### src/rtl/dma_cmd_reader_if.sv
// AHB-Lite read-master bus bundle for the DMA command reader.
// The master modport is the DMA side, the slave modport is the interconnect side.
interface dma_cmd_reader_if;
    logic [31:0] HADDR;
    logic [1:0]  HTRANS;
    logic        HWRITE;
    logic [2:0]  HSIZE;
    logic [2:0]  HBURST;
    logic        HREADY;
    logic        HRESP;
    logic [31:0] HRDATA;

    modport master (
        output HADDR, HTRANS, HWRITE, HSIZE, HBURST,
        input  HREADY, HRESP, HRDATA
    );

    modport slave (
        input  HADDR, HTRANS, HWRITE, HSIZE, HBURST,
        output HREADY, HRESP, HRDATA
    );
endinterface

### src/rtl/dma_cmd_reader.sv
// DMA command reader: fetches one command's words over AHB-Lite INCR reads into a stream FIFO.
// Optional macro DMA_RD_PERF_CNT_EN adds the o_wait_cycles wait-state counter output.
module dma_cmd_reader #(
    parameter int FIFO_DEPTH = 4
) (
    input  logic                 HCLK,
    input  logic                 HRESET,
    input  logic                 i_cmd_valid,
    output logic                 o_cmd_ready,
    input  logic [15:0]          i_RCC_DMA_ADDR_HIGH,
    input  logic [15:0]          i_RCC_DMA_ADDR_LOW,
    input  logic [5:0]           i_RCC_BUFFER_LENGTH,
    dma_cmd_reader_if.master     ahb,
    output logic [31:0]          o_rd_data,
    output logic                 o_rd_valid,
    input  logic                 i_rd_ready,
    output logic                 o_busy,
    output logic                 o_done,
    output logic                 o_error
`ifdef DMA_RD_PERF_CNT_EN
    ,
    output logic [15:0]          o_wait_cycles
`endif
);

    localparam int AW = $clog2(FIFO_DEPTH);
    localparam int CW = AW + 1;
    localparam logic [CW:0] LP_DEPTH = (CW+1)'(FIFO_DEPTH);

    localparam logic [1:0] TR_IDLE   = 2'b00;
    localparam logic [1:0] TR_NONSEQ = 2'b10;
    localparam logic [1:0] TR_SEQ    = 2'b11;

    typedef enum logic [1:0] {S_IDLE, S_RUN, S_DRAIN, S_ERR} state_t;

    state_t         r_state;
    logic [31:0]    r_addr;
    logic [1:0]     r_htrans;
    logic [5:0]     r_rem;
    logic           r_dphase;
    logic           r_cmd_ready;
    logic           r_done;
    logic           r_error;
    logic [31:0]    r_mem [FIFO_DEPTH];
    logic [AW-1:0]  r_wr_ptr;
    logic [AW-1:0]  r_rd_ptr;
    logic [CW-1:0]  r_count;

    state_t         w_state_nxt;
    logic [31:0]    w_addr_nxt;
    logic [1:0]     w_htrans_nxt;
    logic [5:0]     w_rem_nxt;
    logic           w_dphase_nxt;
    logic           w_done_nxt;
    logic           w_error_nxt;
    logic           w_accept;
    logic           w_push;
    logic           w_pop;
    logic [CW-1:0]  w_count_nxt;
    logic [CW:0]    w_slots;
    logic           w_unused_addr_lsb;

    assign w_unused_addr_lsb = ^i_RCC_DMA_ADDR_LOW[1:0];

    assign w_push      = r_dphase & ahb.HREADY & ~ahb.HRESP;
    assign w_pop       = (r_count != '0) & i_rd_ready;
    assign w_count_nxt = r_count + CW'(w_push) - CW'(w_pop);

    // Slots are reserved at address issue, so FIFO entries plus in-flight beats never exceed depth.
    always_comb begin
        w_state_nxt  = r_state;
        w_addr_nxt   = r_addr;
        w_htrans_nxt = r_htrans;
        w_rem_nxt    = r_rem;
        w_dphase_nxt = r_dphase;
        w_done_nxt   = 1'b0;
        w_error_nxt  = 1'b0;
        w_accept     = 1'b0;
        w_slots      = '0;
        case (r_state)
            S_IDLE: begin
                if (i_cmd_valid && r_cmd_ready) begin
                    w_accept   = 1'b1;
                    w_addr_nxt = {i_RCC_DMA_ADDR_HIGH, i_RCC_DMA_ADDR_LOW[15:2], 2'b00};
                    w_rem_nxt  = i_RCC_BUFFER_LENGTH;
                    if (i_RCC_BUFFER_LENGTH == 6'd0) begin
                        w_done_nxt = 1'b1;
                    end else begin
                        w_state_nxt  = S_RUN;
                        w_slots      = {1'b0, w_count_nxt};
                        w_htrans_nxt = (w_slots < LP_DEPTH) ? TR_NONSEQ : TR_IDLE;
                    end
                end
            end
            S_RUN: begin
                if (r_dphase && ahb.HRESP) begin
                    w_state_nxt  = S_ERR;
                    w_htrans_nxt = TR_IDLE;
                    w_error_nxt  = 1'b1;
                    w_dphase_nxt = ahb.HREADY ? r_htrans[1] : r_dphase;
                end else if (ahb.HREADY) begin
                    w_dphase_nxt = r_htrans[1];
                    if (r_htrans[1]) begin
                        w_addr_nxt = r_addr + 32'd4;
                        w_rem_nxt  = r_rem - 6'd1;
                    end
                    w_slots = {1'b0, w_count_nxt} + {{CW{1'b0}}, w_dphase_nxt};
                    if (w_rem_nxt == 6'd0) begin
                        w_state_nxt  = S_DRAIN;
                        w_htrans_nxt = TR_IDLE;
                    end else if (w_slots < LP_DEPTH) begin
                        // Restart the burst after a gap and at every 1KB boundary.
                        w_htrans_nxt = ((r_htrans == TR_IDLE) || (w_addr_nxt[9:0] == 10'd0))
                                       ? TR_NONSEQ : TR_SEQ;
                    end else begin
                        w_htrans_nxt = TR_IDLE;
                    end
                end
            end
            S_DRAIN: begin
                if (r_dphase && ahb.HRESP) begin
                    w_state_nxt  = S_ERR;
                    w_error_nxt  = 1'b1;
                    w_dphase_nxt = ahb.HREADY ? 1'b0 : r_dphase;
                end else if (!r_dphase || ahb.HREADY) begin
                    w_state_nxt  = S_IDLE;
                    w_dphase_nxt = 1'b0;
                    w_done_nxt   = 1'b1;
                end
            end
            S_ERR: begin
                w_htrans_nxt = TR_IDLE;
                if (!r_dphase || ahb.HREADY) begin
                    w_state_nxt  = S_IDLE;
                    w_dphase_nxt = 1'b0;
                end
            end
            default: begin
                w_state_nxt = S_IDLE;
            end
        endcase
    end

    always_ff @(posedge HCLK) begin
        if (HRESET) begin
            r_state     <= S_IDLE;
            r_addr      <= '0;
            r_htrans    <= TR_IDLE;
            r_rem       <= '0;
            r_dphase    <= 1'b0;
            r_cmd_ready <= 1'b0;
            r_done      <= 1'b0;
            r_error     <= 1'b0;
            r_wr_ptr    <= '0;
            r_rd_ptr    <= '0;
            r_count     <= '0;
        end else begin
            r_state     <= w_state_nxt;
            r_addr      <= w_addr_nxt;
            r_htrans    <= w_htrans_nxt;
            r_rem       <= w_rem_nxt;
            r_dphase    <= w_dphase_nxt;
            r_cmd_ready <= (w_state_nxt == S_IDLE);
            r_done      <= w_done_nxt;
            r_error     <= w_error_nxt;
            r_count     <= w_count_nxt;
            if (w_push) r_wr_ptr <= r_wr_ptr + AW'(1);
            if (w_pop)  r_rd_ptr <= r_rd_ptr + AW'(1);
        end
    end

    always_ff @(posedge HCLK) begin
        if (w_push) r_mem[r_wr_ptr] <= ahb.HRDATA;
    end

`ifdef DMA_RD_PERF_CNT_EN
    logic [15:0] r_wait_cycles;

    always_ff @(posedge HCLK) begin
        if (HRESET || w_accept) begin
            r_wait_cycles <= '0;
        end else if (((r_state == S_RUN) || (r_state == S_DRAIN)) &&
                     ((r_htrans != TR_IDLE) || r_dphase) && !ahb.HREADY &&
                     (r_wait_cycles != 16'hFFFF)) begin
            r_wait_cycles <= r_wait_cycles + 16'd1;
        end
    end

    assign o_wait_cycles = r_wait_cycles;
`endif

    assign ahb.HADDR  = r_addr;
    assign ahb.HTRANS = r_htrans;
    assign ahb.HWRITE = 1'b0;
    assign ahb.HSIZE  = 3'b010;
    assign ahb.HBURST = 3'b001;

    assign o_cmd_ready = r_cmd_ready;
    assign o_rd_valid  = (r_count != '0);
    assign o_rd_data   = o_rd_valid ? r_mem[r_rd_ptr] : '0;
    assign o_busy      = (r_state != S_IDLE);
    assign o_done      = r_done;
    assign o_error     = r_error;

endmodule

### src/flat_wrapper.sv
// flat-port wrapper written by rule: the top's interface ports become plain ports
module dma_cmd_reader_flat 
#(
    parameter int FIFO_DEPTH = 4
)
  (HCLK, HRESET, i_cmd_valid, o_cmd_ready, i_RCC_DMA_ADDR_HIGH, i_RCC_DMA_ADDR_LOW, i_RCC_BUFFER_LENGTH, o_rd_data, o_rd_valid, i_rd_ready, o_busy, o_done, o_error, ahb_HADDR, ahb_HTRANS, ahb_HWRITE, ahb_HSIZE, ahb_HBURST, ahb_HREADY, ahb_HRESP, ahb_HRDATA);
  dma_cmd_reader_if ahb_i ();
  input  logic HCLK;
  input  logic HRESET;
  input  logic i_cmd_valid;
  output logic o_cmd_ready;
  input  logic [15:0] i_RCC_DMA_ADDR_HIGH;
  input  logic [15:0] i_RCC_DMA_ADDR_LOW;
  input  logic [5:0] i_RCC_BUFFER_LENGTH;
  output logic [31:0] o_rd_data;
  output logic o_rd_valid;
  input  logic i_rd_ready;
  output logic o_busy;
  output logic o_done;
  output logic o_error;
  output wire logic [$bits(ahb_i.HADDR)-1:0] ahb_HADDR;
  output wire logic [$bits(ahb_i.HTRANS)-1:0] ahb_HTRANS;
  output wire logic [$bits(ahb_i.HWRITE)-1:0] ahb_HWRITE;
  output wire logic [$bits(ahb_i.HSIZE)-1:0] ahb_HSIZE;
  output wire logic [$bits(ahb_i.HBURST)-1:0] ahb_HBURST;
  input wire logic [$bits(ahb_i.HREADY)-1:0] ahb_HREADY;
  input wire logic [$bits(ahb_i.HRESP)-1:0] ahb_HRESP;
  input wire logic [$bits(ahb_i.HRDATA)-1:0] ahb_HRDATA;
  assign ahb_HADDR = ahb_i.HADDR;
  assign ahb_HTRANS = ahb_i.HTRANS;
  assign ahb_HWRITE = ahb_i.HWRITE;
  assign ahb_HSIZE = ahb_i.HSIZE;
  assign ahb_HBURST = ahb_i.HBURST;
  assign ahb_i.HREADY = ahb_HREADY;
  assign ahb_i.HRESP = ahb_HRESP;
  assign ahb_i.HRDATA = ahb_HRDATA;
  dma_cmd_reader #(.FIFO_DEPTH(FIFO_DEPTH)) u_core (.HCLK(HCLK), .HRESET(HRESET), .i_cmd_valid(i_cmd_valid), .o_cmd_ready(o_cmd_ready), .i_RCC_DMA_ADDR_HIGH(i_RCC_DMA_ADDR_HIGH), .i_RCC_DMA_ADDR_LOW(i_RCC_DMA_ADDR_LOW), .i_RCC_BUFFER_LENGTH(i_RCC_BUFFER_LENGTH), .ahb(ahb_i), .o_rd_data(o_rd_data), .o_rd_valid(o_rd_valid), .i_rd_ready(i_rd_ready), .o_busy(o_busy), .o_done(o_done), .o_error(o_error));
endmodule
### config.mk
export PLATFORM = sky130hd
export DESIGN_NAME = dma_cmd_reader_flat
export DESIGN_NICKNAME = d
export VERILOG_FILES = /design/src/rtl/dma_cmd_reader_if.sv /design/src/rtl/dma_cmd_reader.sv /design/src/flat_wrapper.sv
export SDC_FILE = /design/constraint.sdc
export NUM_CORES = 1
export LEC_CHECK = 0
export CAP_MARGIN = 10
export CORE_UTILIZATION = 30
export CTS_CLUSTER_SIZE = 24
export DETAILED_ROUTE_END_ITERATION = 10
export PLACE_DENSITY_LB_ADDON = 0.05
export SYNTH_ARGS = -nofsm -noshare
export SYNTH_HDL_FRONTEND = slang
export SYNTH_SLANG_ARGS = --single-unit
### constraint.sdc
create_clock -name HCLK -period 4.9 [get_ports HCLK]
set_clock_uncertainty 0.15 [all_clocks]
set_input_delay 0.98 -clock HCLK [delete_from_list [all_inputs] [get_ports HCLK]]
set_output_delay 0.98 -clock HCLK [all_outputs]
set_load 0.005 [all_outputs]
==> run_results.csv, run 1 <==
group,metric,value,unit
run_status,status,"completed",
cts,numClockSinks,181,
global_routing,antenna_found_initial,0,
synth,yosys.area.top_type,"edfxtp_1",
cts,clockBufferDepth,2,
worst_setup_path,path_buf_inv,2,
cts,clk_latency,0.43,ns
sta,fin_crit,3.710,ns
routing,avgRoutedWirePerCell,18.88,um
die,fp.dieArea,28340,sq um
worst_setup_path,worstPathRequired,3.77,ns
sta,min_period_over_period,0.7571,
synth,ys_ff_latch,181,
synth,ys_types,66,
worst_setup_path,reg2reg_to,"u_core.ahb.HTRANS[0]",
sta,setup_viol,0,
placement,dp_hpwl,14340,um
cts,clk_transition_reported_paths,0.08,ns
synth,yosysSeqAreaShare,0.5909,
worst_setup_path,cp-start-kind,"flip-flop",
worst_setup_path,reg2reg_slack,1.65,ns
die,design.core.area,27030,sq um
die,initial_core_util,0.3071,
power,leakagePower,3.468,nW
synth,yosys_warnings,0,
cts,root_buffer,"clkbuf_16",
die,rows,60,
synth,netlist_area,8300,sq um
worst_setup_path,path_max_fanout,18,
cts,cts_tree,"built",
sta,fin_tns_setup,0,ns
routing,drtPass1Iterations,5,
sta,postLayoutSetupSlackWorst,1.190,ns
cts,ctsHoldBuffers,0,
routing,wl,21730,um
synth,yosys-top-cells-area,"edfxtp_1 46%, dfxtp_1 13%, mux4_2 8.7%",
routing,vias,5895,
cts,cts_resized,0,
worst_setup_path,crit_chain,"buf_12 > mux4_2 > and2_1 > clkdlybuf4s50_1",
worst_setup_path,timing.rr.start,"u_core.r_count[0]",
worst_setup_path,crit_slowest_cell,"dfxtp_2",
finish,layout-drive-gt1-share,0.1099,
worst_setup_path,max_stage_delay,0.73,ns
die,io_pins,154,
placement,io_buffers,142,
worst_setup_path,cp.arrival,2.58,ns
worst_setup_path,cp_top_family,"flip-flops",
synth,synth_top_flop_cell,"edfxtp_1",
power,peakVddDrop,0.2518,mV
die,die_h,168.3,um
routing,ant_nets,0,
sta,rsz0062_at_grt,"false",
hold_path,hold_path_depth,2,
flow_run,maxCapViolCount,0,
placement,routabilityCongestion,0.7706,
finish,layout.nets,886,
hold_path,hold_class,"flip-flop to flip-flop",
synth,yosysMostFrequentCell,"edfxtp_1",
global_routing,track_usage,0.1580,
synth,ys_async_sr_fraction,0,
global_routing,grt_overflow,0,
worst_setup_path,criticalPathCategory,"flip-flop to output pin",
routing,drc,0,
synth,synth_edf_count,128,
cts,postCtsSetupBuffers,0,
sta,max_freq,269.6,MHz
power,pwr_density_cell,491.2,nW/um^2
synth,avgSynthCellArea,12.48,sq um
hold_path,min_to,"u_core.ahb.HADDR[30]",
global_routing,grt_pass1_wl,33860,um
die,die_w,168.3,um
synth,syn_inst,665,
worst_setup_path,end_kind,"output pin",
worst_setup_path,reg2regPathDepth,12,
cts,htree_levels,4,
finish,area_growth_syn_to_layout,28.04,%
routing,drtIter0Drc,341,
cts,cts_made_buffers,17,
synth,synth_common_cells,"128 x edfxtp_1, 53 x dfxtp_1, 48 x nor2_1",
routing,viasPerCell,5.122,
hold_path,hp-start,"u_core.ahb.HADDR[30]",
sta,relSlewSlack,0.3609,
sta,worst_pin_slew,0.9587,ns
global_routing,grt_pass1_vias,6072,
placement,dp_slack,1.141,ns
global_routing,grt_max_degree,42,
sta,finalHoldViolations,0,
finish,diodes,0,
synth,synth_top_area_frac,0.4631,
sta,final_max_slew_viol_count,0,
## area by class of cell
type	count	area, sq um
Clock buffer	18	429.2
Clock inverter	14	143.9
Fill cell	2567	16400
Inverter	23	86.33
Multi-Input combinational cell	420	3118
Sequential cell	181	4907
Tap cell	341	426.7
Timing Repair Buffer	154	1516
## placed cells by master (no fill, tap or decap), types with 17 or more instances in the layout
cell type        instances
a21oi_1                 29
and2_1                  37
clkbuf_16               17
clkdlybuf4s50_1        141
dfxtp_1                 51
edfxtp_1               128
inv_1                   23
mux4_2                  32
nand2_1                 39
nor2_1                  48
o21ai_0                 25
## stage by stage
stage          cells  hold WS (ns)  instance area [sq um]  total power, mW  utilization
2_1_floorplan    672        0.3140                   8327            3.053            -
3_3_place_gp    1118        0.3262                  10050            3.925       0.3719
3_5_place_dp    1118        0.3307                  10050            3.947       0.3719
4_1_cts         1150        0.3443                  10620            5.295       0.3931
5_1_grt         1151        0.3821                  10630            5.537       0.3932
6_report        1151        0.3427                  10630            5.220       0.3932
## worst register-to-register path, cell delays in order (launching register included)
cell and delay, ns:
dfxtp_1 0.31, or3_1 0.36, buf_4 0.25, and2_1 0.27
ha_1 0.30, inv_1 0.06, ha_1 0.13, inv_1 0.05
fa_1 0.52, inv_1 0.05, a311oi_1 0.25, a31oi_1 0.14
a2111oi_0 0.31
## sequential cells by signal (all words and copies together), names as in the netlist, named ones only
name,count
u_core.o_error,1
u_core.o_done,1
u_core.ahb.HADDR,30
u_core.ahb.HTRANS,2
u_core.o_cmd_ready,1
u_core.r_rem,6
u_core.r_mem,128
u_core.r_dphase,1
u_core.r_count,3
u_core.r_wr_ptr,2
u_core.r_rd_ptr,2
u_core.r_state,2
## routing by layer
layer  GRT usage  part of all wire  up-vias
met5           0                 0        -
met4     0.04506             0.012        0
met3     0.03667             0.048       17
met2      0.2645              0.49      168
met1      0.2039              0.45     2920
li1            -                 -     2790
## worst max path at each step
| stage | startpoint | to | slack, ns | cells past startpoint |
|---|---|---|---|---|
| global placement | ahb_HREADY | u_core.ahb.HTRANS[0] | 1.21 | 9 |
| detailed placement | ahb_HREADY | u_core.ahb.HTRANS[0] | 1.14 | 9 |
| floorplan | i_rd_ready | u_core.ahb.HTRANS[0] | 1.90 | 10 |
| finish | flip-flop | o_rd_data[17] | 1.19 | 4 |
| global route | flip-flop | o_rd_data[17] | 0.99 | 4 |
| CTS | flip-flop | o_rd_data[17] | 1.07 | 4 |
## kinds of logic (layout without fill, tap and decap cells)
logic type,count (synthesis),in the layout,share of synthesized area
and+or+nand+nor,215,215,0.1354
xor gates and xnor gates,8,8,0.008440
DFF,181,181,0.5909
adders and majority gates,13,13,0.02050
AOI/OAI and AO/OA,136,136,0.1112
muxes,39,39,0.09542
buffers and inverters,71,209,0.03723
other,2,9,0.0009048
## where the power goes
group          leakage [nW]  switching [mW]  internal [mW]  total (mW)
combinational          1.61           0.873          0.982        1.85
clock                 0.277           0.617          0.716        1.33
sequential             1.58           0.259           1.77        2.03
total                  3.47            1.75           3.47        5.22
Power figures use the tool's default switching activity.
==> inputs of run 2 (changes only) <==
Clock period 4.9 ns to 3.4 ns, I/O delays scaled along.
==> run 2 against run 1 <==
  * Hold slack improved by 0.0071 ns
  * Non-clock buffer count increased by 18
  * Sequential share of layout area is 0.86 points lower
  * Critical path type unchanged
  * Highest routed layer unchanged
  * Wire length grew 1.7%
  * Largest cell class unchanged
  * Design area is 1.9% higher
  * Total power rose by 47%
  * Largest power group unchanged
  * Utilization is 0.75 points higher
  * Critical endpoint is now o_rd_data[0]
==> run_results.csv, run 2 (same netlist as run 1, synthesis figures left out) <==
group,metric,value,unit
cts,clockBufferDepth,2,
cts,cts_resized,0,
sta,final_max_slew_viol_count,0,
sta,rsz0062_at_grt,"false",
placement,dpl-instance-area,10220,sq um
routing,drc,0,
global_routing,use_met2,0.2598,
global_routing,grt_pass1_vias,6103,
finish,n_fill_cell,2569,
worst_setup_path,end_kind,"output pin",
finish,regMostFlops,"u_core.r_mem",
finish,final_common_cell,"clkdlybuf4s50_1",
finish,layout.nets,904,
global_routing,use_met3,0.03220,
sta,setup_viol,0,
routing,avgRoutedWirePerCell,18.90,um
cts,root_buffer,"clkbuf_16",
placement,dp_cells,1137,
power,peakVddDrop,0.2897,mV
sta,min_period_over_period,0.9005,
finish,area_growth_syn_to_layout,30.46,%
global_routing,grt_pass1_wl,34160,um
sta,fin_tns_setup,0,ns
routing,drtIter0Drc,432,
cts,cts_made_buffers,17,
worst_setup_path,criticalPathCategory,"flip-flop to output pin",
finish,largest_reg_flops,128,
cts,postCtsSetupBuffers,0,
finish,final_cell_area,10830,sq um
worst_setup_path,path_max_fanout,32,
die,die_w,168.3,um
worst_setup_path,cp-start-kind,"flip-flop",
power,pwr_density_cell,710.7,nW/um^2
worst_setup_path,worstPathRequired,2.57,ns
global_routing,grtUsageMet1,0.2133,
cts,cts_tree,"built",
die,io_pins,154,
sta,finalHoldViolations,0,
placement,dp_hpwl,14940,um
finish,fin_cells,1169,
global_routing,track_usage,0.1585,
finish,diodes,0,
routing,drtPass1Iterations,5,
power,leakagePower,3.584,nW
flow_run,maxCapViolCount,0,
routing,ant_nets,0,
worst_setup_path,cp.arrival,2.23,ns
sta,fin_crit,3.062,ns
cts,htree_levels,4,
placement,dp_slack,0.08696,ns
sta,postLayoutSetupSlackWorst,0.3384,ns
global_routing,busiest_layer,"met2",
placement,io_buffers,142,
hold_path,hold_class,"flip-flop to flip-flop",
routing,wl,22090,um
die,initial_core_util,0.3071,
global_routing,grt_overflow,0,
finish,final_cell_mix,"141 x clkdlybuf4s50_1, 128 x edfxtp_1, 51 x dfxtp_1, 48 x nor2_1, 39 x nand2_1",
placement,routabilityCongestion,0.7986,
die,fp.dieArea,28340,sq um
run_status,status,"completed",
routing,vias,5995,
sta,max_freq,326.6,MHz
sta,worst_pin_slew,0.5816,ns
routing,viasPerCell,5.128,
cts,numClockSinks,181,
global_routing,antenna_found_initial,0,
global_routing,grt_max_degree,34,
finish,layout-drive-gt1-share,0.1304,
die,rows,60,
sta,relSlewSlack,0.6106,
cts,clk_transition_reported_paths,0.08,ns
cts,ctsHoldBuffers,0,
die,die_h,168.3,um
die,design.core.area,27030,sq um
cts,clk_latency,0.43,ns
## run 2: cell types whose count changed in the layout (fill, tap and decap cells not counted)
cell	delta
buf_12	+2
buf_2	-1
buf_4	+17
bufinv_16	+1
clkbuf_1	-1
clkinv_2	-2
clkinv_4	+1
inv_6	-1
inv_8	+2
## run 2: per-layer routing
metal,vias up,share of wire
met2,194,0.48
li1,2829,-
met1,2953,0.46
met5,-,0
met3,19,0.042
met4,0,0.014
## run 2: cell type report
class | count | area, sq um | area share
well taps | 341 | 426.7 | 0.03940
multi-input cells | 420 | 3118 | 0.2879
clock inverters | 15 | 186.4 | 0.01722
repair buffers | 172 | 1679 | 0.1551
clock buffers | 17 | 425.4 | 0.03928
flip-flops and latches | 181 | 4907 | 0.4532
inverters | 23 | 86.33 | 0.007972
## run 2: power by group
group	internal (mW)	leakage (nW)	switching, mW	total (mW)
combinational	1.46	1.71	1.35	2.82
sequential	2.56	1.58	0.293	2.85
clock	1.12	0.294	0.911	2.03
total	5.14	3.58	2.56	7.70
## run 2: metrics by stage
step / hold slack [ns] / util / power [mW]
2_1_floorplan: 0.3140 / - / 4.401
3_3_place_gp: 0.3249 / 0.3781 / 5.726
3_5_place_dp: 0.3393 / 0.3781 / 5.754
4_1_cts: 0.3518 / 0.4007 / 7.810
5_1_grt: 0.3779 / 0.4007 / 8.170
6_report: 0.3498 / 0.4007 / 7.696
## run 2: worst paths after layout
check,slack (ns),start,to,cells after the start
worst max register to register,0.46,u_core.r_count[0],u_core.ahb.HTRANS[0],11
worst max-delay path,0.34,flip-flop,o_rd_data[0],4
worst min register to register,0.35,u_core.ahb.HADDR[30],u_core.ahb.HADDR[30],2
worst min-delay path,0.35,u_core.ahb.HADDR[30],u_core.ahb.HADDR[30],2
## run 2: worst max-delay path: stages, from the launching register on
cell             delay [ns]
dfxtp_2                0.34
buf_12                 0.28
mux4_2                 0.53
and2_1                 0.17
clkdlybuf4s50_1        0.48
==> inputs of run 3 (changes only) <==
Settings changed: HOLD_SLACK_MARGIN from default to 0.06.
==> results of run 3 <==
No change in the layout: final DEF, timing and power equal those of run 2.
